$ cat src/rtl/fetch_unit.sv
// fetch_unit: instruction fetch stage. Holds the fetch PC, issues requests to a
// one-cycle-latency instruction memory, buffers returned words with their PCs in
// a 2-entry FIFO and presents the head entry to Decode. Taken branches flush the
// buffer and discard any wrong-path response still outstanding.
//
// Handshake: a fetch is issued when imemRequest && imemGrant are both high in a
// cycle; its response arrives with imemValid exactly one cycle later. Decode
// consumes the head entry in any cycle where instructionValid && !stall and no
// branch is being taken.
module fetch_unit #(
    parameter int                  PC_WIDTH          = 48,
    parameter int                  INSTRUCTION_WIDTH = 48,
    parameter int                  PC_INCREMENT      = 1,
    parameter logic [PC_WIDTH-1:0] RESET_PC          = '0
) (
    input  logic                         clock,
    input  logic                         reset,
    input  logic                         stall,
    input  logic                         branchTaken,
    input  logic [PC_WIDTH-1:0]          branchTarget,
    output logic                         imemRequest,
    output logic [PC_WIDTH-1:0]          imemAddress,
    input  logic                         imemGrant,
    input  logic                         imemValid,
    input  logic [INSTRUCTION_WIDTH-1:0] imemData,
    output logic                         instructionValid,
    output logic [INSTRUCTION_WIDTH-1:0] instruction,
    output logic [PC_WIDTH-1:0]          PC
);

    logic [PC_WIDTH-1:0]          r_fetch_pc;
    logic [INSTRUCTION_WIDTH-1:0] r_fifo_instr [2];
    logic [PC_WIDTH-1:0]          r_fifo_pc    [2];
    logic                         r_head;
    logic [1:0]                   r_count;
    logic                         r_inflight;
    logic [PC_WIDTH-1:0]          r_inflight_pc;
    logic                         r_drop;

    logic                         w_pop;
    logic                         w_grant;
    logic                         w_push;
    logic                         w_tail;
    logic [2:0]                   w_credit;

    // Outputs come straight from buffer registers, so imemData never reaches them
    // combinationally. An empty buffer presents the all-zero NOP.
    assign instructionValid = (r_count != 2'd0);
    assign instruction      = instructionValid ? r_fifo_instr[r_head] : '0;
    assign PC               = instructionValid ? r_fifo_pc[r_head] : '0;

    // A redirect flushes the buffer, so nothing is consumed in that cycle.
    assign w_pop = instructionValid && !stall && !branchTaken;

    // Slots already committed (buffered plus in flight) after this cycle's pop;
    // a new request is only made when a slot is guaranteed for its response.
    assign w_credit    = {1'b0, r_count} + {2'b00, r_inflight} - {2'b00, w_pop};
    assign imemRequest = !reset && (branchTaken || (w_credit < 3'd2));
    assign imemAddress = branchTaken ? branchTarget : r_fetch_pc;
    assign w_grant     = imemRequest && imemGrant;

    // A response arriving in a redirect cycle belongs to the old path and is lost
    // with the flush; a response marked drop is discarded as well.
    assign w_push = imemValid && r_inflight && !r_drop && !branchTaken;
    assign w_tail = r_head ^ r_count[0];

    // Buffer occupancy and head pointer; redirect empties the buffer.
    always_ff @(posedge clock or posedge reset) begin
        if (reset) begin
            r_head  <= 1'b0;
            r_count <= 2'd0;
        end else if (branchTaken) begin
            r_count <= 2'd0;
        end else begin
            if (w_pop) begin
                r_head <= ~r_head;
            end
            if (w_push && !w_pop) begin
                r_count <= r_count + 2'd1;
            end else if (!w_push && w_pop) begin
                r_count <= r_count - 2'd1;
            end
        end
    end

    // Buffer storage: write the returned word and its PC into the tail slot.
    always_ff @(posedge clock) begin
        if (w_push) begin
            r_fifo_instr[w_tail] <= imemData;
            r_fifo_pc[w_tail]    <= r_inflight_pc;
        end
    end

    // Fetch PC advances past each granted address, or takes an ungranted redirect.
    always_ff @(posedge clock or posedge reset) begin
        if (reset) begin
            r_fetch_pc <= RESET_PC;
        end else if (w_grant) begin
            r_fetch_pc <= imemAddress + PC_WIDTH'(PC_INCREMENT);
        end else if (branchTaken) begin
            r_fetch_pc <= branchTarget;
        end
    end

    // Track the single outstanding request and the PC its response belongs to.
    always_ff @(posedge clock or posedge reset) begin
        if (reset) begin
            r_inflight    <= 1'b0;
            r_inflight_pc <= '0;
        end else if (w_grant) begin
            r_inflight    <= 1'b1;
            r_inflight_pc <= imemAddress;
        end else if (imemValid && r_inflight) begin
            r_inflight <= 1'b0;
        end
    end

    // Mark an old-path response that is still outstanding after a redirect.
    always_ff @(posedge clock or posedge reset) begin
        if (reset) begin
            r_drop <= 1'b0;
        end else if (branchTaken) begin
            r_drop <= r_inflight && !imemValid;
        end else if (imemValid && r_drop) begin
            r_drop <= 1'b0;
        end
    end

endmodule
$ cat config.mk
export PLATFORM = sky130hd
export DESIGN_NAME = fetch_unit
export DESIGN_NICKNAME = d
export VERILOG_FILES = /design/src/rtl/fetch_unit.sv
export SDC_FILE = /design/constraint.sdc
export NUM_CORES = 1
export LEC_CHECK = 0
export BUFFER_PORTS_ARGS = -buffer_cell sky130_fd_sc_hd__clkbuf_2
export CELL_PAD_IN_SITES_DETAIL_PLACEMENT = 0
export CELL_PAD_IN_SITES_GLOBAL_PLACEMENT = 1
export CORE_MARGIN = 4
export CORE_UTILIZATION = 48
export DETAILED_ROUTE_END_ITERATION = 8
export PLACE_DENSITY_LB_ADDON = 0.1
export SYNTH_ARGS = -nofsm -noshare
export SYNTH_HDL_FRONTEND = slang
export SYNTH_SLANG_ARGS = --single-unit
export TNS_END_PERCENT = 5
$ cat constraint.sdc
create_clock -name clock -period 9.17 [get_ports clock]
set_input_delay 1.3755 -clock clock [delete_from_list [all_inputs] [get_ports clock]]
set_output_delay 1.3755 -clock clock [all_outputs]
set_load 0.1 [all_outputs]
# Yosys cells after proc, flatten, opt, wreduce, memory -nomap -nowiden
# Memory sizes are Yosys's and may differ from the RTL's.
# Index checks and enable logic that the tools add are counted.
dict set report classes {
  n_addsub 5
  mul 0
  div 0
  magnitude_cmp 1
  n_eq_ne 0
  shifts 0
  mux 13
  bitwise 3
  n_reduce_logical 24
}
# op count
set op_table {}
lappend op_table {{two-way mux 48 bit} 4}
lappend op_table {{adder 48 x 1 -> 48 bit, second input constant} 1}
lappend op_table {{logical AND 1 bit} 11}
lappend op_table {{zero test 1 bit} 7}
lappend op_table {{two-way mux 1 bit} 6}
lappend op_table {{two-way mux 2 bit} 3}
lappend op_table {{nonzero test 2 bit} 3}
lappend op_table {{adder 2 x 1 -> 3 bit} 1}
lappend op_table {{less-than comparator 3 x 2 -> 1 bit, second input constant} 1}
lappend op_table {{nonzero test 3 bit} 1}
lappend op_table {{subtractor 3 x 1 -> 3 bit} 1}
lappend op_table {{adder 2 x 1 -> 2 bit, second input constant} 1}
lappend op_table {{NOT 1 bit} 2}
lappend op_table {{AND reduction 2 bit} 1}
lappend op_table {{subtractor 2 x 1 -> 2 bit, second input constant} 1}
lappend op_table {{logical OR 1 bit} 1}
lappend op_table {{bitwise XOR 1 bit} 1}
dict set report word_totals {
  regBits 101
  latch_bits 0
  mem_bits_rw 192
  romBits 0
  out_inout_bits 146
  word_cells 54
  memories 2
}
# name depth width rd rd_clocked_by_memory_dff write_ports line
set mem_list {}
lappend mem_list {r_fifo_instr 2 48 1 0 1 32} ;# logic [INSTRUCTION_WIDTH-1:0] r_fifo_instr [2];
lappend mem_list {r_fifo_pc 2 48 1 0 1 33} ;# logic [PC_WIDTH-1:0] r_fifo_pc [2];

# Longest topological paths before layout
dict set report depth {
  word_depth 9
  mapped_depth 12
  depth_no_buf 10
}

# Least setup slack after synthesis
# No wires, ideal clock.
dict set report synth_path {
  path_kind {in2reg}
  start {in branchTaken}
  end {mem r_fifo_instr[1][0], enable pin}
  arrival_ns 6.520
  t_required_ns 8.609
  setup_slack_ns 2.089
  cell_stages 4
  n_path_buf 2
  path_cell_list {buf_4 > buf_6 > or4b_1 > nor2b_1}
}
dict set report synth_between {
  elab_chain_len 4
}
# element line
set synth_lines {}
lappend synth_lines {{start: declaration} 19} ;# input logic branchTaken,
lappend synth_lines {{zero test 1 bit} 64} ;# assign w_push = imemValid && r_inflight && !r_drop && !branchTaken;
lappend synth_lines {{logical AND 1 bit} 64}
lappend synth_lines {{two-way mux 1 bit} 88} ;# if (w_push) begin
lappend synth_lines {{two-way mux 1 bit (implied by the code)} 89} ;# r_fifo_instr[w_tail] <= imemData;
lappend synth_lines {{end: declaration} 32}
# No other way between the ends.

# Worst setup path in the final report
dict set report layout_path {
  start {in branchTaken}
  end {out imemRequest}
}
dict set report layout_between {
  elab_chain_len 6
}
# element line
set layout_lines {}
lappend layout_lines {{zero test 1 bit} 53} ;# assign w_pop = instructionValid && !stall && !branchTaken;
lappend layout_lines {{logical AND 1 bit} 53}
lappend layout_lines {{subtractor 3 x 1 -> 3 bit} 57} ;# assign w_credit = {1'b0, r_count} + {2'b00, r_inflight} - {2'b00, w_pop};
lappend layout_lines {{less-than comparator 3 x 2 -> 1 bit} 58} ;# assign imemRequest = !reset && (branchTaken || (w_credit < 3'd2));
lappend layout_lines {{logical OR 1 bit *} 58}
lappend layout_lines {{logical AND 1 bit *} 58}
lappend layout_lines {{end: declaration} 21} ;# output logic imemRequest,
# Every way passes the cells marked *; elsewhere a longest branch is shown, timed or not.

==> flow_metrics.py <==
metrics = {
    "global_routing": {
        "gr-total-overflow": 0,
        "groute.usage.overall": 0.198,
        "grt_pass1_wl_mm": 45.2,
        "grt_pass1_vias": 8196,
        "grt_use_met1": 0.274,
        "grt_max_degree": 95,
        "met3_usage": 0.0347,
        "grt-busiest-layer": "met2",
        "use_met2": 0.332,
        "antenna_found_initial": 3,
    },
    "drt": {
        "totalWireLength_mm": 28.7,
        "viasPerCell": 5.21,
        "drt_pass1_iterations": 5,
        "num_vias": 8054,
        "drtIter0Drc": 530,
        "route.detailed.drc": 0,
        "wl_per_cell_um": 18.6,
        "ant_nets": 0,
    },
    "cts": {
        "clk_pin_slew_ns": 0.06,
        "htree_num_levels": 1,
        "clock_latency_ns": 0.55,
        "holdBufCountCts": 0,
        "max-clock-path-buffers": 3,
        "cts_setup_buffers": 0,
        "cts_tree": "built",
        "cts_buffers": 31,
        "clock-sinks": 293,
        "cts-resized-gates": 0,
        "root_buffer": "clkbuf_16",
    },
    "yosys": {
        "syn_avg_cell_area_um2": 13.3,
        "ys_top_cells_by_area": "edfxtp_1 (46%), dfrtp_1 (20%), mux2i_1 (11%), nor2_1 (3.4%), xnor2_1 (3.0%)",
        "synth_cell_types": 48,
        "yosysWarnings": 0,
        "ys_seq_elements": 293,
        "synth.most_common_cell": "edfxtp_1",
        "yosys.area.top_type_share": 0.459,
        "yosys.area.top_type": "edfxtp_1",
        "synth_area_um2": 12600,
        "ys_seq_area_frac": 0.660,
        "synth_edf_count": 192,
        "synth_ff_type": "edfxtp_1",
        "ys_async_sr_fraction": 0.345,
        "ys_top_cells_by_count": "edfxtp_1 (192), mux2i_1 (135), nor2_1 (114)",
        "synthesis.instances": 948,
        "mappedNetlistNets": 1053,
    },
    "final_layout": {
        "final_cell_area_um2": 15100,
        "synthToLayoutAreaGrowth_pct": 20.2,
        "drive_above_1_share": 0.278,
        "layout.nets": 1295,
        "fin_cells": 1546,
    },
    "placed_design": {
        "dp.cells": 1487,
        "dpl.hpwl_mm": 19.4,
        "dpl-instance-area_um2": 14100,
        "port_buffers": 247,
        "gp_congestion": 0.800,
    },
    "floorplanning": {
        "fp.dieH_um": 170,
        "initial_core_util": 0.493,
        "ios": 248,
        "dieArea_um2": 28800,
        "core-area_um2": 25500,
        "rows": 58,
        "die_w_um": 170,
    },
    "hold_path": {
        "hold_class": "register to register",
    },
    "critical_path": {
        "path_max_fanout": 51,
        "cp-end-kind": "primary output",
        "startpoint_type": "input pin",
        "worst-endpoint-arrival_ns": 4.14,
        "critical_path_class": "input pin to primary output",
        "cp_data_required_time_ns": 7.79,
    },
    "outcome": {
        "status": "complete, no violations",
    },
    "sta": {
        "fin_setup_tns_ns": 0,
        "rsz0062_at_grt": "false",
        "fin_crit_ns": 5.52,
        "slew_headroom": 0.245,
        "period_share": 0.602,
        "setup_violations": 0,
        "max_freq_ghz": 0.181,
        "hold_violations": 0,
        "worstMarginPinSlew_ns": 1.13,
        "fin_skew_ns": 0.0109,
        "drv_slew": 0,
    },
    "power": {
        "peakVddDrop_mv": 0.164,
        "powerDensity_nw_per_um2": 261,
        "p_leak_nw": 6.33,
    },
    "job": {
        "cap_viol_max_count": 0,
    },
}
## path summary, 6_finish.rpt
path,slack [ns],end,cells after the start,start
max in group asynchronous,7.02,r_inflight_pc[33]$_DFFE_PP0P_,3,reset
min in group asynchronous,0.94,r_count[0]$_DFFE_PP0P_,2,reset
min reg2reg,0.47,r_fifo_pc[1][35]$_DFFE_PP_,0,r_inflight_pc[35]$_DFFE_PP0P_
min,0.47,r_fifo_pc[1][35]$_DFFE_PP_,0,r_inflight_pc[35]$_DFFE_PP0P_
max,3.65,imemRequest,7,branchTaken
max reg2reg,5.01,r_fetch_pc[45]$_DFF_PP0_,10,r_count[1]$_DFFE_PP0P_
## routing by layer
layer  routed length, µm  up-vias
li1                    -     3870
met1               12500     3918
met2               14100      228
met3                1670       34
met4                 384        4
met5                  27        -
## cell type report
cell class	count	area, µm²
Multi-Input combinational cell	561	3910
Clock buffer	44	875
Timing Repair Buffer	253	1280
Clock inverter	14	124
Tap cell	330	413
Inverter	50	190
Sequential cell	293	8300
Fill cell	2169	10400
Antenna cell	1	2.50
## power by group
group	switching, W	leakage (nW)	internal (W)
registers	0.000126	2.96	0.00157
clock network	0.000496	0.486	0.000717
logic	0.000758	2.88	0.000264
## state kept, by name, summed over array words and instances (netlist names)
register       cells
r_inflight_pc     48
r_head             1
r_fifo_pc         96
r_fetch_pc        48
r_count            2
r_fifo_instr      96
r_inflight         1
r_drop             1
## cells by family (layout without fill, tap and decap cells)
family / Yosys count / count (layout) / synth area share
fa+ha+maj: 3 / 3 / 0.00359
other cells: 0 / 1 / 0
compound gates: 73 / 73 / 0.0366
xor+xnor: 52 / 52 / 0.0363
flops: 293 / 293 / 0.660
simple gates: 283 / 283 / 0.111
buf+inv: 94 / 361 / 0.0311
mux: 150 / 150 / 0.121
## stage by stage
stage,setup slack [ns],utilization,total power [W],hold WS (ns)
3_5_place_dp,3.68,0.553,0.00276,0.453
5_1_grt,3.52,0.593,0.00411,0.475
2_1_floorplan,2.09,-,0.00255,0.437
6_report,3.65,0.593,0.00394,0.465
3_3_place_gp,3.71,0.553,0.00275,0.443
4_1_cts,3.66,0.593,0.00398,0.466
## worst max-delay path, stage by stage
cell	delay (ns)
buf_4	0.28
nor3_1	0.47
ha_1	0.32
nor2b_1	0.14
fa_1	0.48
o31ai_4	0.50
clkbuf_2	0.54
## cells in the final DEF (no fill, tap or decap), drive strengths merged, types with 2 or more instances in the layout
| cell | netlist | layout |
|---|---|---|
| a211oi | 3 | 3 |
| nor4 | 9 | 9 |
| a21oi | 8 | 8 |
| nand3 | 24 | 24 |
| ha | 2 | 2 |
| o21ai | 44 | 44 |
| nor2b | 4 | 4 |
| clkinvlp | 0 | 2 |
| a22oi | 8 | 8 |
| nor3 | 24 | 24 |
| clkinv | 0 | 9 |
| clkbuf | 19 | 290 |
| a31oi | 4 | 4 |
| a221oi | 2 | 2 |
| xor2 | 9 | 9 |
| mux2 | 14 | 14 |
| bufinv | 0 | 2 |
| nand2 | 63 | 63 |
| nand4 | 16 | 16 |
| dfrtp | 101 | 101 |
| nand3b | 12 | 12 |
| nand4b | 8 | 8 |
| edfxtp | 192 | 192 |
| nor2 | 114 | 114 |
| and2 | 3 | 3 |
| buf | 25 | 7 |
| inv | 50 | 51 |
| xnor2 | 43 | 43 |
| mux2i | 136 | 136 |
Power figures use the tool's default switching activity.
